## config.mk

```make
export PLATFORM = sky130hd
export DESIGN_NAME = break_value_pipeline_flat
export DESIGN_NICKNAME = d
export VERILOG_FILES = /design/src/rtl/break_value_pipeline_if.sv /design/src/rtl/break_value_pipeline.sv /design/src/flat_wrapper.sv
export SDC_FILE = /design/constraint.sdc
export NUM_CORES = 1
export LEC_CHECK = 0
export CAP_MARGIN = 20
export CORE_MARGIN = 2
export CORE_UTILIZATION = 40
export CTS_CLUSTER_DIAMETER = 200
export DETAILED_ROUTE_END_ITERATION = 10
export PLACE_DENSITY_LB_ADDON = 0.3
export RECOVER_POWER = 25
export REMOVE_ABC_BUFFERS = 1
export SYNTH_ARGS = -nofsm -noshare
export SYNTH_HDL_FRONTEND = slang
export SYNTH_SLANG_ARGS = --single-unit
```

## constraint.sdc

```tcl
create_clock -name clk -period 5.25 [get_ports clk]
set_clock_uncertainty 0.2 [all_clocks]
set_input_delay 1.05 -clock clk [delete_from_list [all_inputs] [get_ports clk]]
set_output_delay 1.05 -clock clk [all_outputs]
set_load 0.02 [all_outputs]
```

## src/rtl/break_value_pipeline_if.sv

```systemverilog
// Handshake and data bundle for break_value_pipeline.
// master = candidate producer / result consumer side, slave = the engine.
interface break_value_pipeline_if #(
    parameter int NUM_CLAUSES = 20,
    parameter int NUM_CANDS   = 4
);
    localparam int IDX_W = (NUM_CANDS > 1) ? $clog2(NUM_CANDS) : 1;
    localparam int BV_W  = $clog2(NUM_CLAUSES + 1);

    logic                   in_valid_i;
    logic                   in_ready_o;
    logic [NUM_CLAUSES-1:0] clause_broken_i;
    logic [NUM_CLAUSES-1:0] mask_bits_i;
    logic [IDX_W-1:0]       cand_idx_i;
    logic                   last_i;
    logic                   out_valid_o;
    logic                   out_ready_i;
    logic [BV_W-1:0]        break_value_o;
    logic [IDX_W-1:0]       cand_idx_o;
    logic [NUM_CLAUSES-1:0] clause_broken_o;
    logic                   min_valid_o;
    logic [BV_W-1:0]        min_value_o;
    logic [IDX_W-1:0]       min_idx_o;

    modport master (
        output in_valid_i, clause_broken_i, mask_bits_i, cand_idx_i, last_i,
        output out_ready_i,
        input  in_ready_o, out_valid_o, break_value_o, cand_idx_o,
        input  clause_broken_o, min_valid_o, min_value_o, min_idx_o
    );

    modport slave (
        input  in_valid_i, clause_broken_i, mask_bits_i, cand_idx_i, last_i,
        input  out_ready_i,
        output in_ready_o, out_valid_o, break_value_o, cand_idx_o,
        output clause_broken_o, min_valid_o, min_value_o, min_idx_o
    );
endinterface

```

## src/rtl/break_value_pipeline.sv

```systemverilog
// Chunked masked-popcount break-value engine for WalkSAT flip selection.
// Define BV_MIN_TRACK_EN to enable the per-batch minimum-break tracker.
module break_value_pipeline #(
    parameter int NUM_CLAUSES = 20,
    parameter int CHUNK_BITS  = 8,
    parameter int NUM_CANDS   = 4
) (
    input  logic                  clk,
    input  logic                  reset,
    break_value_pipeline_if.slave bus
);
    localparam int IDX_W      = (NUM_CANDS > 1) ? $clog2(NUM_CANDS) : 1;
    localparam int BV_W       = $clog2(NUM_CLAUSES + 1);
    localparam int NUM_CHUNKS = (NUM_CLAUSES + CHUNK_BITS - 1) / CHUNK_BITS;
    localparam int PAD_W      = NUM_CHUNKS * CHUNK_BITS;
    localparam int CH_W       = (NUM_CHUNKS > 1) ? $clog2(NUM_CHUNKS) : 1;
    localparam logic [CH_W-1:0] LAST_CHUNK = CH_W'(NUM_CHUNKS - 1);

    typedef enum logic [1:0] {IDLE, COUNT, DONE} state_t;

    state_t                r_state;
    state_t                w_next;
    logic [PAD_W-1:0]      r_vec;
    logic [BV_W-1:0]       r_acc;
    logic [CH_W-1:0]       r_chunk;
    logic [IDX_W-1:0]      r_idx;
    logic                  w_in_ready;
    logic                  w_accept;
    logic                  w_hs;
    logic [CHUNK_BITS-1:0] w_slice;
    logic [BV_W-1:0]       w_pop;
    logic [PAD_W-1:0]      w_masked;

    assign w_in_ready = (r_state == IDLE) || (r_state == DONE && bus.out_ready_i);
    assign w_accept   = bus.in_valid_i && w_in_ready;
    assign w_hs       = (r_state == DONE) && bus.out_ready_i;
    // Zero-extended so the last chunk's padding bits always count as 0
    assign w_masked   = PAD_W'(bus.clause_broken_i & bus.mask_bits_i);
    assign w_slice    = r_vec[int'(r_chunk) * CHUNK_BITS +: CHUNK_BITS];

    always_comb begin
        w_pop = '0;
        for (int i = 0; i < CHUNK_BITS; i++) begin
            w_pop = w_pop + BV_W'(w_slice[i]);
        end
    end

    always_comb begin
        w_next = r_state;
        unique case (r_state)
            IDLE:    if (w_accept) w_next = COUNT;
            COUNT:   if (r_chunk == LAST_CHUNK) w_next = DONE;
            DONE:    if (bus.out_ready_i) w_next = w_accept ? COUNT : IDLE;
            default: w_next = IDLE;
        endcase
    end

    always_ff @(posedge clk) begin
        if (reset) begin
            r_state <= IDLE;
            r_vec   <= '0;
            r_acc   <= '0;
            r_chunk <= '0;
            r_idx   <= '0;
        end else begin
            r_state <= w_next;
            if (w_accept) begin
                r_vec   <= w_masked;
                r_idx   <= bus.cand_idx_i;
                r_acc   <= '0;
                r_chunk <= '0;
            end else if (r_state == COUNT) begin
                r_acc   <= r_acc + w_pop;
                r_chunk <= r_chunk + CH_W'(1);
            end
        end
    end

    assign bus.in_ready_o      = w_in_ready;
    assign bus.out_valid_o     = (r_state == DONE);
    assign bus.break_value_o   = r_acc;
    assign bus.cand_idx_o      = r_idx;
    assign bus.clause_broken_o = r_vec[NUM_CLAUSES-1:0];

`ifdef BV_MIN_TRACK_EN
    logic             r_last;
    logic             r_first;
    logic [BV_W-1:0]  r_run_min;
    logic [IDX_W-1:0] r_run_idx;
    logic             r_min_valid;
    logic [BV_W-1:0]  r_min_value;
    logic [IDX_W-1:0] r_min_idx;
    logic             w_take;
    logic [BV_W-1:0]  w_new_min;
    logic [IDX_W-1:0] w_new_idx;

    // Strict less-than keeps the earlier candidate on ties
    assign w_take    = r_first || (r_acc < r_run_min);
    assign w_new_min = w_take ? r_acc : r_run_min;
    assign w_new_idx = w_take ? r_idx : r_run_idx;

    always_ff @(posedge clk) begin
        if (reset) begin
            r_last      <= 1'b0;
            r_first     <= 1'b1;
            r_run_min   <= '0;
            r_run_idx   <= '0;
            r_min_valid <= 1'b0;
            r_min_value <= '0;
            r_min_idx   <= '0;
        end else begin
            r_min_valid <= 1'b0;
            if (w_accept) r_last <= bus.last_i;
            if (w_hs) begin
                if (r_last) begin
                    r_min_value <= w_new_min;
                    r_min_idx   <= w_new_idx;
                    r_min_valid <= 1'b1;
                    r_first     <= 1'b1;
                end else begin
                    r_run_min   <= w_new_min;
                    r_run_idx   <= w_new_idx;
                    r_first     <= 1'b0;
                end
            end
        end
    end

    assign bus.min_valid_o = r_min_valid;
    assign bus.min_value_o = r_min_value;
    assign bus.min_idx_o   = r_min_idx;
`else
    assign bus.min_valid_o = 1'b0;
    assign bus.min_value_o = '0;
    assign bus.min_idx_o   = '0;
`endif
endmodule

```

## src/flat_wrapper.sv

```systemverilog
// flat-port wrapper written by rule: the top's interface ports become plain ports
module break_value_pipeline_flat 
#(
    parameter int NUM_CLAUSES = 20,
    parameter int CHUNK_BITS  = 8,
    parameter int NUM_CANDS   = 4
)
  (clk, reset, bus_in_valid_i, bus_clause_broken_i, bus_mask_bits_i, bus_cand_idx_i, bus_last_i, bus_out_ready_i, bus_in_ready_o, bus_out_valid_o, bus_break_value_o, bus_cand_idx_o, bus_clause_broken_o, bus_min_valid_o, bus_min_value_o, bus_min_idx_o);
  break_value_pipeline_if #(.NUM_CLAUSES(NUM_CLAUSES), .NUM_CANDS(NUM_CANDS)) bus_i ();
  input  logic clk;
  input  logic reset;
  input wire logic [$bits(bus_i.in_valid_i)-1:0] bus_in_valid_i;
  input wire logic [$bits(bus_i.clause_broken_i)-1:0] bus_clause_broken_i;
  input wire logic [$bits(bus_i.mask_bits_i)-1:0] bus_mask_bits_i;
  input wire logic [$bits(bus_i.cand_idx_i)-1:0] bus_cand_idx_i;
  input wire logic [$bits(bus_i.last_i)-1:0] bus_last_i;
  input wire logic [$bits(bus_i.out_ready_i)-1:0] bus_out_ready_i;
  output wire logic [$bits(bus_i.in_ready_o)-1:0] bus_in_ready_o;
  output wire logic [$bits(bus_i.out_valid_o)-1:0] bus_out_valid_o;
  output wire logic [$bits(bus_i.break_value_o)-1:0] bus_break_value_o;
  output wire logic [$bits(bus_i.cand_idx_o)-1:0] bus_cand_idx_o;
  output wire logic [$bits(bus_i.clause_broken_o)-1:0] bus_clause_broken_o;
  output wire logic [$bits(bus_i.min_valid_o)-1:0] bus_min_valid_o;
  output wire logic [$bits(bus_i.min_value_o)-1:0] bus_min_value_o;
  output wire logic [$bits(bus_i.min_idx_o)-1:0] bus_min_idx_o;
  assign bus_i.in_valid_i = bus_in_valid_i;
  assign bus_i.clause_broken_i = bus_clause_broken_i;
  assign bus_i.mask_bits_i = bus_mask_bits_i;
  assign bus_i.cand_idx_i = bus_cand_idx_i;
  assign bus_i.last_i = bus_last_i;
  assign bus_i.out_ready_i = bus_out_ready_i;
  assign bus_in_ready_o = bus_i.in_ready_o;
  assign bus_out_valid_o = bus_i.out_valid_o;
  assign bus_break_value_o = bus_i.break_value_o;
  assign bus_cand_idx_o = bus_i.cand_idx_o;
  assign bus_clause_broken_o = bus_i.clause_broken_o;
  assign bus_min_valid_o = bus_i.min_valid_o;
  assign bus_min_value_o = bus_i.min_value_o;
  assign bus_min_idx_o = bus_i.min_idx_o;
  break_value_pipeline #(.NUM_CLAUSES(NUM_CLAUSES), .CHUNK_BITS(CHUNK_BITS), .NUM_CANDS(NUM_CANDS)) u_core (.clk(clk), .reset(reset), .bus(bus_i));
endmodule
```

## Word level (Yosys, flattened, before mapping)

Index checks and enable logic that the tools add are counted.

- Register bits after elaboration: 35
- Latch bits: 0
- RAM bits: 0
- Memory bits (read-only): 0
- Bits of input ports: 47
- Output and inout port bits: 37
- Logic and storage cells: 33
- Memories: 0

- Add/sub/neg operators: 9
- Multiply operators: 0
- Div/mod/pow operators: 0
- Order comparisons: 0
- Equality and inequality tests: 6
- Shifts and indexed selects: 1
- Mux-type cells: 5
- Bitwise operators: 1
- Reductions and logical operators: 6

Operators with widths:

| operator | count |
|---|---|
| adder 5 x 1 -> 5 bit | 6 |
| indexed part select 24 x 6 -> 8 bit | 1 |
| bitwise AND 20 bit | 1 |
| two-way mux 2 bit | 3 |
| one-hot mux 2 bit (3 select lines) | 1 |
| adder 5 bit | 1 |
| == test 2 bit (second input constant) | 2 |
| inequality test 2 x 1 -> 1 bit (second input constant) | 2 |
| AND reduction 3 bit | 1 |
| adder 1 x 1 -> 2 bit | 1 |
| adder 2 x 1 -> 2 bit (second input constant) | 1 |
| == test 2 x 1 -> 1 bit (second input constant) | 1 |
| logical AND 1 bit | 2 |
| zero test 2 bit | 1 |
| inequality test 2 bit (second input constant) | 1 |
| OR reduction 2 bit | 1 |
| logical OR 1 bit | 1 |
| two-way mux 1 bit | 1 |

## Depth between registers and ports, before layout

Gate-level depths: netlist (run 1).

- Word-level depth: 9
- Depth in mapped cells: 17
- Mapped depth without buffers: 16

## Worst setup path after synthesis (run 1)

Ideal clock, no wire load.

- Path type: register -> register
- From: reg u_core.r_chunk[1]
- To: reg u_core.r_acc[4], in the netlist u_core.bus.break_value_o[4]
- Library setup time: 79 ps
- Arrival time: 3995 ps
- Data required time: 4971 ps
- Path slack: 975 ps
- Cell stages (with the launch flop): 16
- Buffers on the path: 1
- Period minus slack after synthesis: 4275 ps
- Cells stage by stage: dfxtp_1 -> clkbuf_1 -> mux2i_1 -> o21ai_0 -> ha_1 -> inv_1 -> fa_1 -> fa_1 -> fa_1 -> inv_1 -> ha_1 -> fa_1 -> nand3_1 -> nand4_4 -> a21o_1 -> a211oi_2

- Cells in the longest elaborated chain, start to end: 9

Ends and longest elaborated chain:

| what | RTL line | source |
|---|---|---|
| start, declared | break_value_pipeline.sv:25 | `logic [CH_W-1:0] r_chunk;` |
| start signal, assigned | break_value_pipeline.sv:74 | `r_chunk <= r_chunk + CH_W'(1);` |
| indexed part select 24 x 6 -> 8 bit (*) | break_value_pipeline.sv:39 | `assign w_slice = r_vec[int'(r_chunk) * CHUNK_BITS +: CHUNK_BITS];` |
| adder 1 x 1 -> 2 bit | break_value_pipeline.sv:44 | `w_pop = w_pop + BV_W'(w_slice[i]);` |
| adder 5 x 1 -> 5 bit (5 in a row) | break_value_pipeline.sv:44 |  |
| adder 5 x 1 -> 5 bit (*) | break_value_pipeline.sv:44 |  |
| adder 5 bit (*) | break_value_pipeline.sv:73 | `r_acc <= r_acc + w_pop;` |
| end signal, assigned | break_value_pipeline.sv:73 |  |
| end, declared | break_value_pipeline.sv:24 | `logic [BV_W-1:0] r_acc;` |

Every way passes the cells marked *; elsewhere a longest branch is shown, timed or not.
A chain may end at the register's enable or synchronous reset.

## Worst setup path in the final report (run 1)

Same ends and word-level chain as after synthesis.

==> impl_metrics.ini, run 1 <==
[setup_path]
cp_max_fo = 11
end_kind = flop
worstReg2RegEnd = u_core.bus.break_value_o[4]$_SDFFE_PP0N_
r2r_cells = 14
worstSetupPathType = reg -> reg
ff2ff_setup_slack_ps = 840
start_kind = flop
cp.required_ps = 5250
reg2reg_from = u_core.r_chunk[1]$_SDFFE_PP0N_
worstPathArrival_ps = 4400

[cells_and_area]
synthToLayoutAreaGrowth_pct = 47.24
nFillCells = 370
fin_nets = 334
utilization = 0.6212
diodes = 0
drive_above_1_share = 0.07380
final_cell_area_um2 = 2539

[clock_tree]
cts.path.max_buffers = 2
cts_setup_buffers = 0
cts_root_buf = clkbuf_8
htreeDepth = 2
postCtsResizedCells = 0
clk_pin_slew_ps = 60
cts_hold_buf = 0
numCtsBuffers = 5
clk_latency_ps = 280
cts.sinks = 31
cts_tree = built

[sta]
slew_viol_final = 0
tightest_slew_ps = 1080
timing.final.crit_share = 0.8391
setup_violations = 0
maxSlewHeadroom = 0.2802
max_freq_mhz = 227.0
rsz0062_at_grt = no
setup_tns_ps = 0
fin_crit_ps = 4405
finalHoldViolCount = 0

[synth]
synth_top_cells_by_area = dfxtp_1 (36%), ha_1 (8.7%), a21oi_1 (7.8%)
syn_area_um2 = 1724
yosysTopAreaCell = dfxtp_1
synth_seq_cells = 31
yosysWarnings = 0
syn_area_per_cell_um2 = 8.664
synth_top_area_frac = 0.3599
netlist_instances = 199
yosysSeqAreaShare = 0.3599
ys_types = 30

[min_path]
whs_endpoint = u_core.bus.cand_idx_o[0]$_SDFFE_PP0P_
holdPathStages = 2
hp-class = reg -> reg
hp-start = u_core.bus.cand_idx_o[0]$_SDFFE_PP0P_

[place]
routabilityCongestion = 0.8131
placed_area_um2 = 2451
dp_hpwl_um = 2937
port_buffers = 74

[routing]
wl_um = 4034
vias = 1580
wl_per_cell_um = 12.57
first_pass_iters = 4
viasPerCell = 4.922
drc_errors = 0
antenna_left = 0
drt-initial-drc-count = 61

[flow_run]
drv_cap = 0

[global_route]
grt_max_degree = 26
grt.total_usage = 0.1812
grt_remaining_overflow = 0
antenna_found_initial = 0
grt_pass1_wl_um = 6975
grt_pass1_vias = 1564
grt_util_met2 = 0.2917
globalRouteMet3Util = 0.08430
busiest_layer = met2
grt_use_met1 = 0.2084

[die]
die_area_um2 = 4852
die_w_um = 69.66
die_h_um = 69.66
start_util = 0.4219
coreArea_um2 = 4086
rows = 23
io-pin-count = 84

[power_and_ir_drop]
p_per_area_nw_per_um2 = 228.7
peakVddDrop_v = 0.0001447
leakagePower_nw = 1.036

[status]
status = finished clean
==> placed cells by master, fill, tap and decap left out, types with 2 or more instances in the layout <==
master,n
nand3_1,23
a2111oi_2,2
inv_1,7
dfxtp_1,31
nand4b_1,2
fa_1,4
xnor2_1,2
a21oi_1,27
nand2b_1,2
buf_4,3
clkdlybuf4s50_1,59
dlygate4sd3_1,15
ha_1,12
o21ai_0,3
conb_1,8
mux2i_1,9
nor2_1,10
or2_2,4
and2b_2,2
a21o_1,2
clkbuf_8,6
nand2_1,27
nor3_1,3
==> stage by stage <==
step	total power, mW	worst slack [ps]	hold slack (ps)	std cells
2_1_floorplan	0.3281	1025	328.4	187
3_3_place_gp	0.3985	883.2	243.7	314
3_5_place_dp	0.4010	838.6	251.6	314
4_1_cts	0.5892	819.6	260.0	321
5_1_grt	0.6143	541.9	288.7	321
6_report	0.5806	844.5	259.0	321
==> per-layer routing <==
metal / routed length (µm) / vias up
li1: - / 811
met1: 1715 / 701
met2: 1863 / 62
met3: 380 / 6
met4: 74 / 0
met5: 0 / -
==> report_power, final <==
group | total, mW | internal [mW] | leakage, nW | switching (mW)
Clock | 0.188 | 0.103 | 0.0470 | 0.0850
Combinational | 0.138 | 0.0700 | 0.736 | 0.0683
Sequential | 0.255 | 0.246 | 0.252 | 0.00876
==> area by class of cell <==
class / instances / area, µm² / area share
Clock buffer: 6 / 82.58 / 0.03253
Inverter: 7 / 26.28 / 0.01035
Sequential cell: 31 / 620.6 / 0.2445
Timing Repair Buffer: 77 / 763.2 / 0.3006
Tap cell: 50 / 62.56 / 0.02464
Multi-Input combinational cell: 149 / 978.4 / 0.3854
Clock inverter: 1 / 5.005 / 0.001971
==> how the worst max path moves through the flow <==
stage	startpoint	to	slack, ps	depth (start not counted)
detailed placement	u_core.r_chunk[1]$_SDFFE_PP0N_	u_core.bus.break_value_o[4]$_SDFFE_PP0N_	840	14
finish	u_core.r_chunk[1]$_SDFFE_PP0N_	u_core.bus.break_value_o[4]$_SDFFE_PP0N_	840	14
CTS	u_core.r_chunk[1]$_SDFFE_PP0N_	u_core.bus.break_value_o[4]$_SDFFE_PP0N_	820	14
floorplan	u_core.r_chunk[0]$_SDFFE_PP0N_	u_core.bus.break_value_o[4]$_SDFFE_PP0N_	1020	16
global placement	u_core.r_chunk[1]$_SDFFE_PP0N_	u_core.bus.break_value_o[4]$_SDFFE_PP0N_	880	15
global route	u_core.r_chunk[1]$_SDFFE_PP0N_	u_core.bus.break_value_o[4]$_SDFFE_PP0N_	540	15
==> Yosys cell counts <==
| cell | n |
|---|---|
| dfxtp_1 | 31 |
| a21oi_1 | 27 |
| nand2_1 | 27 |
| nand3_1 | 23 |
| ha_1 | 12 |
| nor2_1 | 10 |
| buf_4 | 9 |
| mux2i_1 | 9 |
| inv_1 | 7 |
| buf_2 | 4 |
| clkbuf_1 | 4 |
| fa_1 | 4 |
| or2_2 | 4 |
| nor3_1 | 3 |
| o21ai_0 | 3 |
| a2111oi_2 | 2 |
| a21o_1 | 2 |
| and2b_2 | 2 |
| buf_6 | 2 |
| nand2b_1 | 2 |
| nand4b_1 | 2 |
| xnor2_1 | 2 |
| a211o_1 | 1 |
| a211oi_2 | 1 |
| and2b_1 | 1 |
| and3b_1 | 1 |
| conb_1 | 1 |
| nand3b_1 | 1 |
| nand4_4 | 1 |
| or4_1 | 1 |
==> registers in the layout (all words and copies together) (netlist names) <==
register and count:
u_core.r_state 2, u_core.r_chunk 2, u_core.bus.cand_idx_o 2, u_core.r_vec 20, u_core.bus.break_value_o 5
==> worst max-delay path, stage by stage, from the launching register on <==
cell	delay, ps
dfxtp_1	570
mux2i_1	230
o21ai_0	90
ha_1	290
inv_1	50
fa_1	500
fa_1	510
fa_1	510
inv_1	40
ha_1	220
fa_1	420
nand3_1	170
nand4_4	110
a21o_1	210
a211oi_2	200
==> logic make-up (layout without fill, tap and decap cells) <==
family,after synthesis,in the layout,synth area share
AND/OR/NAND/NOR,78,78,0.2286
AO/OA/AOI/OAI,36,36,0.1255
adder cells (fa/ha/maj),16,16,0.1335
flip-flops,31,31,0.3599
other,1,8,0.002175
XOR/XNOR,2,2,0.01016
multiplexers,9,9,0.05225
buffers and inverters,26,91,0.08781
Note: power is estimated with default switching activity, not from simulation.
==> inputs of run 2 (changes only) <==
- CORE_UTILIZATION: 40 -> 37
- clock period: 5.25 -> 3.7 ns (I/O delays scaled with it)
==> impl_metrics.ini, run 2 (synthesis gave the netlist of run 1 again) <==
[sta]
tightest_slew_ps = 914.1
fin_ws_ps = -157.8
slew_viol_final = 0
fin_crit_ps = 3858
finalHoldViolCount = 0
maxSlewHeadroom = 0.3888
setup_violations = 2
max_freq_mhz = 259.2
rsz0062_at_grt = yes
setup_tns_ps = -282.8
timing.final.crit_share = 1.043

[setup_path]
worstPathArrival_ps = 3870
crit_top_cell = fa_1
crit_chain = mux2i_1 -> o21ai_1 -> ha_1 -> inv_2 -> fa_1 -> fa_1 -> fa_1 -> inv_1 -> ha_2 -> fa_2 -> nand3_2 -> a211o_1 -> a21o_1 -> a211oi_2
cp_top_family = adder cells
worstSetupPathType = reg -> reg
cp_max_fo = 5
ff2ff_setup_slack_ps = -160
critPathBufInv = 2
start_kind = flop
cp_slowest_cell = fa_1
cp.required_ps = 3710
slowest_delay_ps = 510
end_kind = flop

[routing]
viasPerCell = 4.882
wl_per_cell_um = 12.35
drc_errors = 0
vias = 1660
first_pass_iters = 4
wl_um = 4199
antenna_left = 0
drt-initial-drc-count = 35

[clock_tree]
clk_latency_ps = 290
cts.sinks = 31
cts_setup_buffers = 0
numCtsBuffers = 5
cts_tree = built
htreeDepth = 2
clk_pin_slew_ps = 60
cts.path.max_buffers = 2
cts_root_buf = clkbuf_8
cts_hold_buf = 0

[cells_and_area]
final_cell_area_um2 = 2696
layout_common_cells = clkdlybuf4s50_1 (61), dfxtp_1 (30), nand2_1 (27), a21oi_1 (27), nand3_1 (22)
synthToLayoutAreaGrowth_pct = 56.39
max_flop_register = u_core.r_vec
fin_nets = 351
layout_commonest_cell = clkdlybuf4s50_1
diodes = 0
largest_register_ffs = 20
drive_above_1_share = 0.1528

[power_and_ir_drop]
seq_power_share = 0.426
swShare = 0.2831
power.switching_mw = 0.2391
p_int_mw = 0.6055
leakagePower_nw = 1.123
clkPwrFrac = 0.322
peakVddDrop_v = 0.0001967
p_per_area_nw_per_um2 = 313.2
power_mw = 0.8446
p_comb_frac = 0.252

[flow_run]
drv_cap = 0

[die]
io-pin-count = 84
start_util = 0.3906
die_h_um = 72.27
die_w_um = 72.27
rows = 24
coreArea_um2 = 4414
die_area_um2 = 5222

[global_route]
grt_remaining_overflow = 0
grt_max_degree = 33
grt_pass1_wl_um = 7038
grt_pass1_vias = 1606
antenna_found_initial = 0
grt.total_usage = 0.1747

[place]
dp_slack_ps = -489.2
port_buffers = 74
placed_area_um2 = 2581
dp_hpwl_um = 3050
routabilityCongestion = 0.7311

[status]
violations = setup timing
status = finished with violations

[min_path]
hp-class = reg -> reg
-- run 2: cell types whose count changed in the layout (fill, tap and decap cells not counted), sizes merged --
cell | before | now
buf | 3 | 20
clkdlybuf4s50 | 59 | 61
dlygate4sd3 | 15 | 13
-- run 2: repair_timing --
item,in CTS,in global routing
resized for setup,8,3
endpoints found under the hold margin,0,0
endpoints found under the setup margin,4,4
pin swaps,11,2
-- run 2: power by group through the flow --
stage | Clock, mW | Combinational (mW) | Sequential (mW)
finish | 0.272 | 0.213 | 0.359
global route | 0.293 | 0.235 | 0.361
CTS | 0.279 | 0.216 | 0.360
detailed placement | 0 | 0.214 | 0.367
global placement | 0 | 0.211 | 0.367
floorplan | 0 | 0.0818 | 0.384
-- run 2: cell type report --
cell class	instances	area (µm²)
fillers	391	1718
multi-input cells	149	998.5
repair buffers	94	894.6
flip-flops and latches	31	624.3
clock buffers	6	82.58
well taps	52	65.06
inverters	7	26.28
clock inverters	1	5.005
-- run 2: final timing paths --
path | from | depth (start not counted) | to
setup / recovery | u_core.r_chunk[1]$_SDFFE_PP0N_ | 14 | u_core.bus.break_value_o[4]$_SDFFE_PP0N_
hold / removal | u_core.bus.cand_idx_o[1]$_SDFFE_PP0P_ | 2 | u_core.bus.cand_idx_o[1]$_SDFFE_PP0P_
hold reg to reg | u_core.bus.cand_idx_o[1]$_SDFFE_PP0P_ | 2 | u_core.bus.cand_idx_o[1]$_SDFFE_PP0P_
setup reg to reg | u_core.r_chunk[1]$_SDFFE_PP0N_ | 14 | u_core.bus.break_value_o[4]$_SDFFE_PP0N_
-- run 2: through the flow --
stage                     hold slack, ps  std cells    util
after floorplan                    328.4        187       -
after global placement             241.2        333  0.5848
after detailed placement           250.2        333  0.5848
after CTS                          259.1        340  0.6083
after global routing               278.8        340  0.6108
final                              251.2        340  0.6108
-- run 2: tightest hold or removal path, delay by kind of cell, from the launching register on --
kind	cells	cell delay, ps
flip-flops	1	310
AO/OA/AOI/OAI	1	50
AND/OR/NAND/NOR	1	50
-- run 2: routing by layer --
layer	track usage	wire (µm)
met1	0.1962	1711
met2	0.2956	2044
met3	0.06111	364
met4	0.08176	78
met5	0	0
